$ cat src/rtl/rd_ptr_fwft_ctrl.sv
// Read-side controller of an asynchronous FIFO.
// Brings the Gray write pointer into the read clock domain and detects when the RAM is empty.
// Drives the RAM read address and presents data first-word-fall-through on a valid/ready port.
// Exports binary and Gray read pointers, the RAM occupancy and an almost-empty flag.
module rd_ptr_fwft_ctrl #(
   parameter int W         = 3,
   parameter int DATA_W    = 8,
   parameter int AE_THRESH = 1
) (
   input  logic              rd_clk,
   input  logic              rd_rst,
   input  logic [W:0]        g_wr_ptr,
   input  logic [DATA_W-1:0] mem_rdata,
   input  logic              dout_ready,
   output logic [W-1:0]      rd_addr,
   output logic [W:0]        b_rd_ptr,
   output logic [W:0]        g_rd_ptr,
   output logic [DATA_W-1:0] dout,
   output logic              dout_valid,
   output logic              empty,
   output logic [W:0]        rd_level,
   output logic              almost_empty
);

   localparam logic [W:0] AE_LIMIT = AE_THRESH[W:0];
   localparam logic [W:0] PTR_ONE  = {{W{1'b0}}, 1'b1};

   typedef enum logic {
      IDLE = 1'b0,
      HOLD = 1'b1
   } state_t;

   // Write pointer synchronizer stages (Gray coded, so at most one bit moves per write)
   logic [W:0] g_wr_s1_q;
   logic [W:0] g_wr_sync_q;
   logic [W:0] b_wr_sync;

   // Read pointer, output register and status
   state_t            state_q, state_d;
   logic [W:0]        b_rd_ptr_q, b_rd_ptr_d;
   logic [W:0]        g_rd_ptr_q, g_rd_ptr_d;
   logic [DATA_W-1:0] dout_q, dout_d;
   logic [W:0]        rd_level_q, rd_level_d;
   logic              almost_empty_q, almost_empty_d;
   logic              mem_empty;
   logic              fetch;

   // Two-flop synchronizer for the Gray write pointer
   always_ff @(posedge rd_clk or posedge rd_rst) begin
      if (rd_rst) begin
         g_wr_s1_q   <= '0;
         g_wr_sync_q <= '0;
      end else begin
         g_wr_s1_q   <= g_wr_ptr;
         g_wr_sync_q <= g_wr_s1_q;
      end
   end

   // Gray-to-binary: each binary bit is the XOR of all Gray bits at or above it
   assign b_wr_sync[W] = g_wr_sync_q[W];
   generate
      for (genvar gi = W - 1; gi >= 0; gi--) begin : g_gray2bin
         assign b_wr_sync[gi] = b_wr_sync[gi+1] ^ g_wr_sync_q[gi];
      end
   endgenerate

   // Equal Gray pointers (including the lap bit) means nothing is left in RAM
   assign mem_empty = (g_rd_ptr_q == g_wr_sync_q);

   // Output FSM: decides when to pull the next word out of RAM into the output register
   always_comb begin
      state_d        = state_q;
      fetch          = 1'b0;
      dout_d         = dout_q;
      b_rd_ptr_d     = b_rd_ptr_q;
      g_rd_ptr_d     = g_rd_ptr_q;
      rd_level_d     = b_wr_sync - b_rd_ptr_q;
      almost_empty_d = (rd_level_d <= AE_LIMIT);

      case (state_q)
         IDLE: begin
            // dout_ready is irrelevant here: nothing is being offered
            if (!mem_empty) begin
               fetch   = 1'b1;
               state_d = HOLD;
            end
         end
         HOLD: begin
            if (dout_ready) begin
               if (!mem_empty) begin
                  fetch   = 1'b1;
                  state_d = HOLD;
               end else begin
                  state_d = IDLE;
               end
            end
         end
         default: state_d = IDLE;
      endcase

      if (fetch) begin
         dout_d     = mem_rdata;
         b_rd_ptr_d = b_rd_ptr_q + PTR_ONE;
         g_rd_ptr_d = (b_rd_ptr_d >> 1) ^ b_rd_ptr_d;
      end
   end

   // State, pointers, output word and occupancy registers
   always_ff @(posedge rd_clk or posedge rd_rst) begin
      if (rd_rst) begin
         state_q        <= IDLE;
         b_rd_ptr_q     <= '0;
         g_rd_ptr_q     <= '0;
         dout_q         <= '0;
         rd_level_q     <= '0;
         almost_empty_q <= 1'b1;
      end else begin
         state_q        <= state_d;
         b_rd_ptr_q     <= b_rd_ptr_d;
         g_rd_ptr_q     <= g_rd_ptr_d;
         dout_q         <= dout_d;
         rd_level_q     <= rd_level_d;
         almost_empty_q <= almost_empty_d;
      end
   end

   assign rd_addr      = b_rd_ptr_q[W-1:0];
   assign b_rd_ptr     = b_rd_ptr_q;
   assign g_rd_ptr     = g_rd_ptr_q;
   assign dout         = dout_q;
   assign dout_valid   = (state_q == HOLD);
   assign empty        = (state_q != HOLD);
   assign rd_level     = rd_level_q;
   assign almost_empty = almost_empty_q;

endmodule
$ cat config.mk
export PLATFORM = sky130hd
export DESIGN_NAME = rd_ptr_fwft_ctrl
export DESIGN_NICKNAME = d
export VERILOG_FILES = /design/src/rtl/rd_ptr_fwft_ctrl.sv
export SDC_FILE = /design/constraint.sdc
export NUM_CORES = 1
export LEC_CHECK = 0
export BUFFER_PORTS_ARGS = -buffer_cell sky130_fd_sc_hd__buf_2
export CAP_MARGIN = 10
export CORE_ASPECT_RATIO = 2
export CORE_MARGIN = 1
export CORE_UTILIZATION = 30
export CTS_CLUSTER_SIZE = 30
export DETAILED_ROUTE_END_ITERATION = 10
export SLEW_MARGIN = 20
export SYNTH_ARGS = -nofsm -noshare
export SYNTH_HDL_FRONTEND = slang
export SYNTH_SLANG_ARGS = --single-unit
$ cat constraint.sdc
create_clock -name rd_clk -period 1.86 [get_ports rd_clk]
set_input_delay 0.093 -clock rd_clk [delete_from_list [all_inputs] [get_ports rd_clk]]
set_output_delay 0.093 -clock rd_clk [all_outputs]
set_load 0.05 [all_outputs]
==> results.json <==
{
  "wl_per_cell_um": 12.8,
  "hold_start": "mem_rdata[4]",
  "yosysTopAreaCell": "dfrtp_1",
  "tightestPinTransition_ns": 0.356,
  "design_area_um2": 1780,
  "worstReg2RegStart": "g_wr_sync_q[3]$_DFF_PP0_",
  "post-route-util": 0.434,
  "yosys-top-cells-area": "dfrtp_1 (55%), mux2_2 (9.8%), xnor2_1 (8.3%)",
  "grt_max_degree": 30,
  "grt_pass1_vias": 941,
  "placed_cell_area_um2": 1580,
  "fin_ws_ns": -0.0779,
  "avgSynthCellArea_um2": 13.9,
  "rows": 33,
  "area_delta_synth_final_pct": 40.2,
  "r2r_slack_ns": -0.08,
  "hold_class": "in2reg",
  "syn-cell-area_um2": 1270,
  "drc": 0,
  "port_buffers": 40,
  "worstReg2RegEnd": "almost_empty$_DFF_PP1_",
  "viasPerCell": 4.42,
  "cp-start-kind": "register",
  "rsz0062_at_grt": "true",
  "wl_mm": 2.56,
  "worst-setup-path-type": "reg2reg",
  "synth_cell_types": 21,
  "syn-num-nets": 111,
  "place_congestion": 0.813,
  "synthCells": 91,
  "violations": "negative setup slack",
  "hold_slack_ns": 0.0409,
  "min_to": "dout[4]$_DFFE_PP0P_",
  "dp_slack_ns": -0.134,
  "dpl.hpwl_mm": 1.92,
  "numCtsBuffers": 5,
  "initial_utilization": 0.310,
  "cts_tree": "yes",
  "critPathArrivalTime_ns": 2.14,
  "synth_top_area_share": 0.553,
  "clock_path_buffers": 2,
  "crit_fanout": 3,
  "fillCellCount": 387,
  "yosysWarnings": 0,
  "final_antenna_net_count": 0,
  "antenna_cells": 0,
  "ios": 41,
  "dr.first_iter.drc_count": 8,
  "die_width_um": 47.9,
  "core_area_um2": 4090,
  "antenna_found_initial": 0,
  "yosys_register_bits": 29,
  "first_pass_iters": 3,
  "cts_root_buf": "clkbuf_8",
  "drive_gt1_frac": 0.530,
  "status": "finished, violations left",
  "clk_pin_slew_ns": 0.06,
  "setup_viol": 1,
  "overflow": 0,
  "slew_headroom": 0.761,
  "die-area_um2": 4500,
  "numClockSinks": 29,
  "critPathCaptureType": "register",
  "maxCapViolations": 0,
  "fin_crit_ns": 1.94,
  "grt_pass1_wl_mm": 4.05,
  "track_usage": 0.138,
  "insertion_delay_ns": 0.28,
  "crit_required_ns": 2.07,
  "dr_total_vias": 888,
  "r2r_cells": 7,
  "period_share": 1.04,
  "die_h_um": 93.9,
  "holdPathStages": 2,
  "nNetsFinal": 168,
  "htreeDepth": 2,
  "hold_viol_final": 0,
  "finClkSkew_ns": 0.00491,
  "fmax_mhz": 516,
  "ys_seq_area_frac": 0.574,
  "finalMaxSlewViolations": 0
}
-- per-stage QoR --
step	setup TNS [ns]	cells
final	-0.0779	201
after global routing	-0.398	201
after CTS	-0.103	199
after detailed placement	-0.159	186
after global placement	-0.0235	186
after floorplan	-0.0564	91
-- flip-flops by register name, summed over array words and instances, names as in the netlist --
name,count
g_wr_sync_q,4
b_rd_ptr,4
g_wr_s1_q,4
dout_valid,1
g_rd_ptr,3
dout,8
almost_empty,1
rd_level,4
-- layout make-up --
| cell class | count | area (um2) | area share |
|---|---|---|---|
| inverter | 8 | 30.0 | 0.0169 |
| clock buffer | 7 | 86.3 | 0.0486 |
| timing repair buffer | 55 | 338 | 0.190 |
| clock inverter | 1 | 30.0 | 0.0169 |
| tap | 52 | 65.1 | 0.0366 |
| multi-input combinational | 49 | 498 | 0.280 |
| sequential | 29 | 728 | 0.410 |
-- cell usage after synthesis --
library cell  count
nand4_4           1
ha_1              4
buf_4             4
or2_2             1
dfrtp_1          28
buf_6             1
fa_1              1
a41oi_4           1
a21o_1            1
inv_1             8
o21ai_0           2
and2_1            1
a211oi_1          1
nand2_1           4
mux2_2           11
dfstp_2           1
nand3_1           1
nand4_1           1
nor2b_1           2
xnor2_1          12
xor2_1            5
-- timing repair --
| item | in CTS | in global routing |
|---|---|---|
| pin swaps | 2 | 2 |
| resized for setup | 3 | 1 |
| endpoints found under the hold margin | 32 | 0 |
| setup buffers | 0 | 2 |
| setup endpoints to repair | 2 | 4 |
| hold buffers | 5 | 0 |
-- layer usage --
metal	part of all wire	global-route usage
met1	0.31	0.123
met2	0.56	0.222
met3	0.046	0.0442
met4	0.076	0.125
met5	0	0
-- cell families after synthesis --
family                   after synthesis  synth area share
buffers and inverters                 13            0.0563
flip-flops                            29             0.574
adder cells (fa/ha/maj)                5            0.0553
AND/OR/NAND/NOR                       11            0.0573
XOR/XNOR                              17             0.118
AO/OA/AOI/OAI                          5            0.0415
multiplexers                          11            0.0978
-- critical path: stages (launching register included) --
cell,delay (ns)
dfrtp_1,0.41
xor2_2,0.20
xnor2_2,0.16
xor2_1,0.16
ha_2,0.20
fa_1,0.40
xnor2_2,0.17
a211oi_2,0.15
-- layout by cell type, fill, tap and decap left out, drive strengths merged --
cell          n
a211oi        1
a21o          1
a41oi         1
and2          1
buf          50
bufinv        1
clkbuf        7
dfrtp        28
dfstp         1
dlygate4sd3   5
fa            1
ha            4
inv           8
mux2         11
nand2         4
nand3         1
nand4         2
nor2b         2
o21ai         2
or2           1
xnor2        12
xor2          5
-- how the worst max path moves through the flow --
stage,start,endpoint,depth (start not counted)
after floorplan,g_wr_sync_q[3]$_DFF_PP0_,almost_empty$_DFF_PP1_,7
after global placement,g_wr_sync_q[3]$_DFF_PP0_,almost_empty$_DFF_PP1_,7
after detailed placement,g_wr_sync_q[3]$_DFF_PP0_,almost_empty$_DFF_PP1_,7
after CTS,g_wr_sync_q[2]$_DFF_PP0_,almost_empty$_DFF_PP1_,7
after global routing,g_wr_sync_q[3]$_DFF_PP0_,almost_empty$_DFF_PP1_,8
final,g_wr_sync_q[3]$_DFF_PP0_,almost_empty$_DFF_PP1_,7
Power is not shown: default switching activity piles up to over one toggle a cycle in this logic, so the estimate is an artifact.
